**src/rtl/weight_chain_feeder.sv**
```systemverilog
// Buffers incoming weight words and streams whole vectors into the cell
// chain head, throttled by the number of vectors still awaiting results.
module weight_chain_feeder #(
  parameter int DATA_WIDTH    = 32,
  parameter int WEIGHT_AMOUNT = 4,
  parameter int FIFO_DEPTH    = 8,
  parameter int MAX_INFLIGHT  = 4
) (
  input  logic                                  clk,
  input  logic                                  rst,
  input  logic [DATA_WIDTH-1:0]                 s_value,
  input  logic                                  s_valid,
  output logic                                  s_ready,
  output logic [DATA_WIDTH-1:0]                 out_index,
  output logic [DATA_WIDTH-1:0]                 out_value,
  output logic [DATA_WIDTH:0]                   out_result,
  output logic                                  out_enable,
  input  logic [DATA_WIDTH:0]                   tail_result,
  output logic [$clog2(MAX_INFLIGHT+1)-1:0]     inflight,
  output logic                                  busy,
  output logic                                  err
);

  localparam int PW = (FIFO_DEPTH > 1) ? $clog2(FIFO_DEPTH) : 1;
  localparam int CW = $clog2(FIFO_DEPTH + 1);
  localparam int KW = (WEIGHT_AMOUNT > 1) ? $clog2(WEIGHT_AMOUNT) : 1;
  localparam int IW = $clog2(MAX_INFLIGHT + 1);

  localparam logic [CW-1:0] DEPTH_C = CW'(FIFO_DEPTH);
  localparam logic [CW-1:0] WA_C    = CW'(WEIGHT_AMOUNT);
  localparam logic [KW-1:0] LAST_C  = KW'(WEIGHT_AMOUNT - 1);
  localparam logic [IW-1:0] MAX_C   = IW'(MAX_INFLIGHT);
  localparam logic [PW-1:0] PTR_TOP = PW'(FIFO_DEPTH - 1);

  typedef enum logic {IDLE, STREAM} state_t;

  state_t                state;
  logic [DATA_WIDTH-1:0] mem [FIFO_DEPTH];
  logic [PW-1:0]         wr_ptr;
  logic [PW-1:0]         rd_ptr;
  logic [CW-1:0]         count;
  logic [CW-1:0]         count_nxt;
  logic [KW-1:0]         idx;
  logic [IW-1:0]         inflight_nxt;
  logic                  push;
  logic                  pop;
  logic                  last;
  logic                  rdone;
  logic                  start_now;
  logic                  start_nxt;
  logic                  tail_unused;

  function automatic logic [PW-1:0] ptr_inc(input logic [PW-1:0] p);
    return (p == PTR_TOP) ? '0 : p + PW'(1);
  endfunction

  assign s_ready     = !rst && (count != DEPTH_C);
  assign push        = s_valid && s_ready;
  assign pop         = (state == STREAM);
  assign last        = pop && (idx == LAST_C);
  assign rdone       = tail_result[DATA_WIDTH];
  assign tail_unused = ^tail_result[DATA_WIDTH-1:0];
  assign out_result  = '0;
  assign count_nxt   = count + CW'(push) - CW'(pop);

  always_comb begin
    inflight_nxt = inflight;
    if (last && !rdone)
      inflight_nxt = inflight + IW'(1);
    else if (!last && rdone && inflight != '0)
      inflight_nxt = inflight - IW'(1);
  end

  // Start is judged on whole-vector availability so no bubbles occur
  assign start_now = (count >= WA_C) && (inflight < MAX_C);
  assign start_nxt = (count_nxt >= WA_C) && (inflight_nxt < MAX_C);

  always_ff @(posedge clk) begin
    if (push) mem[wr_ptr] <= s_value;
  end

  always_ff @(posedge clk or posedge rst) begin
    if (rst) begin
      state      <= IDLE;
      wr_ptr     <= '0;
      rd_ptr     <= '0;
      count      <= '0;
      idx        <= '0;
      inflight   <= '0;
      err        <= 1'b0;
      busy       <= 1'b0;
      out_enable <= 1'b0;
      out_index  <= '0;
      out_value  <= '0;
    end else begin
      count    <= count_nxt;
      inflight <= inflight_nxt;
      if (push) wr_ptr <= ptr_inc(wr_ptr);
      if (pop) rd_ptr <= ptr_inc(rd_ptr);
      if (rdone && inflight == '0) err <= 1'b1;
      unique case (state)
        IDLE: begin
          out_enable <= 1'b0;
          out_index  <= '0;
          out_value  <= '0;
          if (start_now) begin
            state <= STREAM;
            busy  <= 1'b1;
            idx   <= '0;
          end
        end
        STREAM: begin
          out_enable <= 1'b1;
          out_index  <= DATA_WIDTH'(idx);
          out_value  <= mem[rd_ptr];
          if (last) begin
            idx <= '0;
            if (!start_nxt) begin
              state <= IDLE;
              busy  <= 1'b0;
            end
          end else begin
            idx <= idx + KW'(1);
          end
        end
      endcase
    end
  end

endmodule

```
**config.mk**
```make
export PLATFORM = sky130hd
export DESIGN_NAME = weight_chain_feeder
export DESIGN_NICKNAME = d
export VERILOG_FILES = /design/src/rtl/weight_chain_feeder.sv
export SDC_FILE = /design/constraint.sdc
export NUM_CORES = 1
export LEC_CHECK = 0
export CAP_MARGIN = 15
export CORE_MARGIN = 1.5
export CORE_UTILIZATION = 51
export CTS_BUF_LIST = sky130_fd_sc_hd__clkbuf_8
export CTS_CLUSTER_DIAMETER = 30
export DETAILED_ROUTE_END_ITERATION = 10
export GPL_ROUTABILITY_DRIVEN = 1
export PLACE_DENSITY = 0.81
export SETUP_SLACK_MARGIN = 0.05
export SYNTH_ARGS = -nofsm -noshare
export SYNTH_HDL_FRONTEND = slang
export SYNTH_SLANG_ARGS = --single-unit
```
**constraint.sdc**
```tcl
create_clock -name clk -period 4.8 [get_ports clk]
set_input_delay 0.96 -clock clk [delete_from_list [all_inputs] [get_ports clk]]
set_output_delay 0.96 -clock clk [all_outputs]
set_load 0.05 [all_outputs]
```
==> key figures <==
Die
  – Die area: 25040 um^2
  – Die Wd: 158.2 um
  – Rows: 56
  – Io pins: 172
  – Chip height: 158.2 um
  – Core Area: 23540 um^2
  – Initial Util: 52.21%

Timing
  – Setup TNS: 0 ns
  – Final period util: 72.82%
  – Tightest Pin Transition: 1.086 ns
  – Hold slack: 0.4492 ns
  – Number of endpoints failing setup at the final stage: 0
  – Slew Limit Fails: 0
  – Worst slew margin: 27.59%
  – Hold Fails Final Rpt: 0
  – RSZ-0062 raised after global routing: false
  – Post-route minimum period: 3.495 ns
  – F_max: 0.2861 GHz
  – Worst-case clock skew: 0.03364 ns

Status
  – Status: finished clean

Detailed routing
  – Iter 0 DRT Violations: 416
  – Pre-antenna DRT Iters: 5
  – WL per Instance: 20.34 um
  – Via Count: 5828
  – Post-route ant nets: 0
  – Final wirelength: 22360 um
  – Vias per Instance: 5.303
  – # DRC: 0

GRT
  – Initial antenna violation count: 0
  – Grt ovf: 0
  – Vias in the first global route: 6091
  – Largest net degree at the start of global routing: 51
  – Total track usage: 18.83%
  – Global-route wire length before repair: 34320 um

Yosys
  – Adder-cell share of the synthesized area: 1.588%
  – Post-Syn Area: 12290 um^2
  – Post-Synth XOR/XNOR Area: 0.3563%
  – Synth Area in Simple Gates: 3.024%
  – Post-synthesis sequential area ratio: 73.34%
  – Compound-gate portion of the synthesized area: 1.069%
  – Post-synthesis average cell area: 20.12 um^2
  – #FFs+latches synth: 309
  – Largest family of logic cells by synthesized area: multiplexers
  – YS warnings: 0
  – Synth cell types: 38
  – Cells after Synth: 611
  – Mux contribution to synthesized area: 15.10%

CTS
  – Clock transition at the registers of the reported paths: 0.05 ns
  – Worst-skew pair later-pin latency: 0.58 ns
  – Hold-fix buffer count after cts: 0
  – CTS Root Cell: clkbuf_8
  – Clk sinks: 309
  – Max clock buf depth: 3
  – CTS tree: built
  – Post-cts sizing count: 0
  – Post-CTS Setup Bufs: 0
  – TritonCTS buffer count: 53
  – H-Tree Depth: 2

Hold path
  – Hold path start: err$_DFFE_PP0P_
  – Worst hold path type: reg2reg
  – Hold path cells: 1
  – Hold Path End: err$_DFFE_PP0P_

Placed design
  – I/O Buffers: 76
  – HPWL Detailed: 12740 um
  – Routability cong.: 0.7218
  – Area of placed instances: 13250 um^2
  – Number of instances in the placed design: 1001

Setup path
  – Worst Reg-to-Reg Cells: 10
  – Reg2reg end: busy$_DFFE_PP0P_
  – Critical Path Start Type: input pin
  – WP data required: 3.84 ns
  – Crit end category: output pin
  – WP data arrival: 2.54 ns
  – RR Startpoint: count[2]$_DFF_PP0_
  – Crit Path Category: in2out
  – Worst R2R Setup Slack: 1.87 ns
  – Largest fanout on the critical path: 3

Final layout
  – Fin cells: 1099
  – Most frequent cells in the layout: edfxtp_1 (256), clkdlybuf4s50_1 (76), conb_1 (63)
  – Final Cell Area: 14330 um^2
  – Share of layout cells above drive strength 1: 22.98%
  – Total Nets Final: 820
  – Most common cell after layout, fill and taps aside: edfxtp_1
  – Layout overhead on the synthesized area: 16.60%

Pwr
  – Power Density: 617.4 nW/um^2
  – Power after layout: 8848 uW
  – Maximum VDD drop: 0.0003918 V
  – Static leakage: 0.005147 uW

Flow run
  – Maxcap violations: 0
==> how the worst max path moves through the flow <==
stage,startpoint,to,slack [ns]
4_1_cts,rst,s_ready,1.28
6_report,rst,s_ready,1.30
3_5_place_dp,rst,busy$_DFFE_PP0P_,1.04
3_3_place_gp,rst,busy$_DFFE_PP0P_,1.13
5_1_grt,rst,s_ready,1.25
2_1_floorplan,rst,mem[4][0]$_DFFE_PP_,-0.18
==> registers in the layout, summed over array words and instances (netlist names) <==
name        count
mem           256
out_value      32
count           4
inflight        3
rd_ptr          3
wr_ptr          3
idx             2
out_index       2
busy            1
err             1
out_enable      1
pop             1
==> report_power, final <==
| group | switching [uW] | internal (uW) |
|---|---|---|
| clock network | 1040 | 1300 |
| registers | 358 | 3310 |
| logic | 1610 | 1230 |
| total | 3000 | 5850 |
==> metrics by stage <==
| step | setup slack [ns] | utilization [%] |
|---|---|---|
| after floorplan | -0.1812 | - |
| after global placement | 1.134 | 56.29 |
| after detailed placement | 1.043 | 56.29 |
| after CTS | 1.282 | 60.86 |
| after global routing | 1.253 | 60.86 |
| final | 1.305 | 60.87 |
==> synth_stat cells <==
| library cell | number | share of area (%) |
|---|---|---|
| xnor2_1 | 3 | 0.21 |
| clkbuf_1 | 7 | 0.21 |
| edfxtp_1 | 256 | 63 |
| mux2_1 | 4 | 0.37 |
| and2_1 | 2 | 0.10 |
| buf_2 | 10 | 0.41 |
| o41ai_2 | 2 | 0.26 |
| a211oi_1 | 1 | 0.061 |
| mux2_2 | 1 | 0.092 |
| mux4_1 | 2 | 0.43 |
| buf_8 | 3 | 0.37 |
| inv_1 | 8 | 0.24 |
| fa_1 | 1 | 0.16 |
| o22ai_1 | 1 | 0.051 |
| nor4bb_1 | 1 | 0.081 |
| conb_1 | 1 | 0.031 |
| a21oi_1 | 5 | 0.20 |
| a31o_2 | 1 | 0.071 |
| mux2i_1 | 35 | 2.9 |
| nand2b_1 | 3 | 0.15 |
| o21ai_0 | 4 | 0.16 |
| a21o_1 | 3 | 0.18 |
| nor3_1 | 6 | 0.24 |
| nand2_1 | 5 | 0.15 |
| nand3_1 | 3 | 0.12 |
| nor2b_1 | 33 | 1.7 |
| o2bb2ai_1 | 1 | 0.071 |
| buf_4 | 63 | 3.8 |
| buf_12 | 2 | 0.33 |
| mux4_2 | 62 | 11 |
| nor2_1 | 9 | 0.27 |
| xor2_1 | 2 | 0.14 |
| nor4_1 | 1 | 0.051 |
| and3_4 | 1 | 0.092 |
| buf_6 | 1 | 0.092 |
| dfrtp_1 | 53 | 11 |
| nand4b_1 | 1 | 0.071 |
| ha_1 | 14 | 1.4 |
==> logic make-up after synthesis <==
kind of cell               after synthesis
and+or+nand+nor                         65
buffers and inverters                   94
adders and majority gates               15
DFF                                    309
other                                    1
muxes                                  104
AOI/OAI and AO/OA                       18
xor gates and xnor gates                 5
==> worst max-delay path, stage by stage <==
cell             delay [ns]
clkdlybuf4s50_1        0.44
a21oi_1                0.26
clkdlybuf4s50_1        0.87
==> layout make-up <==
class	count	area (um^2)
Clock buffer	59	812.0
Fill cell	1674	9211
Sequential cell	309	9021
Timing Repair Buffer	95	903.4
Multi-Input combinational cell	270	2898
Antenna cell	1	2.502
Inverter	8	30.03
Tap cell	319	399.1
Clock inverter	38	265.3
==> routing by layer <==
layer	up-vias	track usage (%)	routed length [um]	share of wire (%)
met5	-	0	0	0
met4	0	7.165	403	1.8
met3	39	4.435	1753	7.8
met2	268	30.15	10930	49
met1	2994	25.31	9268	41
li1	2527	-	-	-
Power figures use the tool's default switching activity.
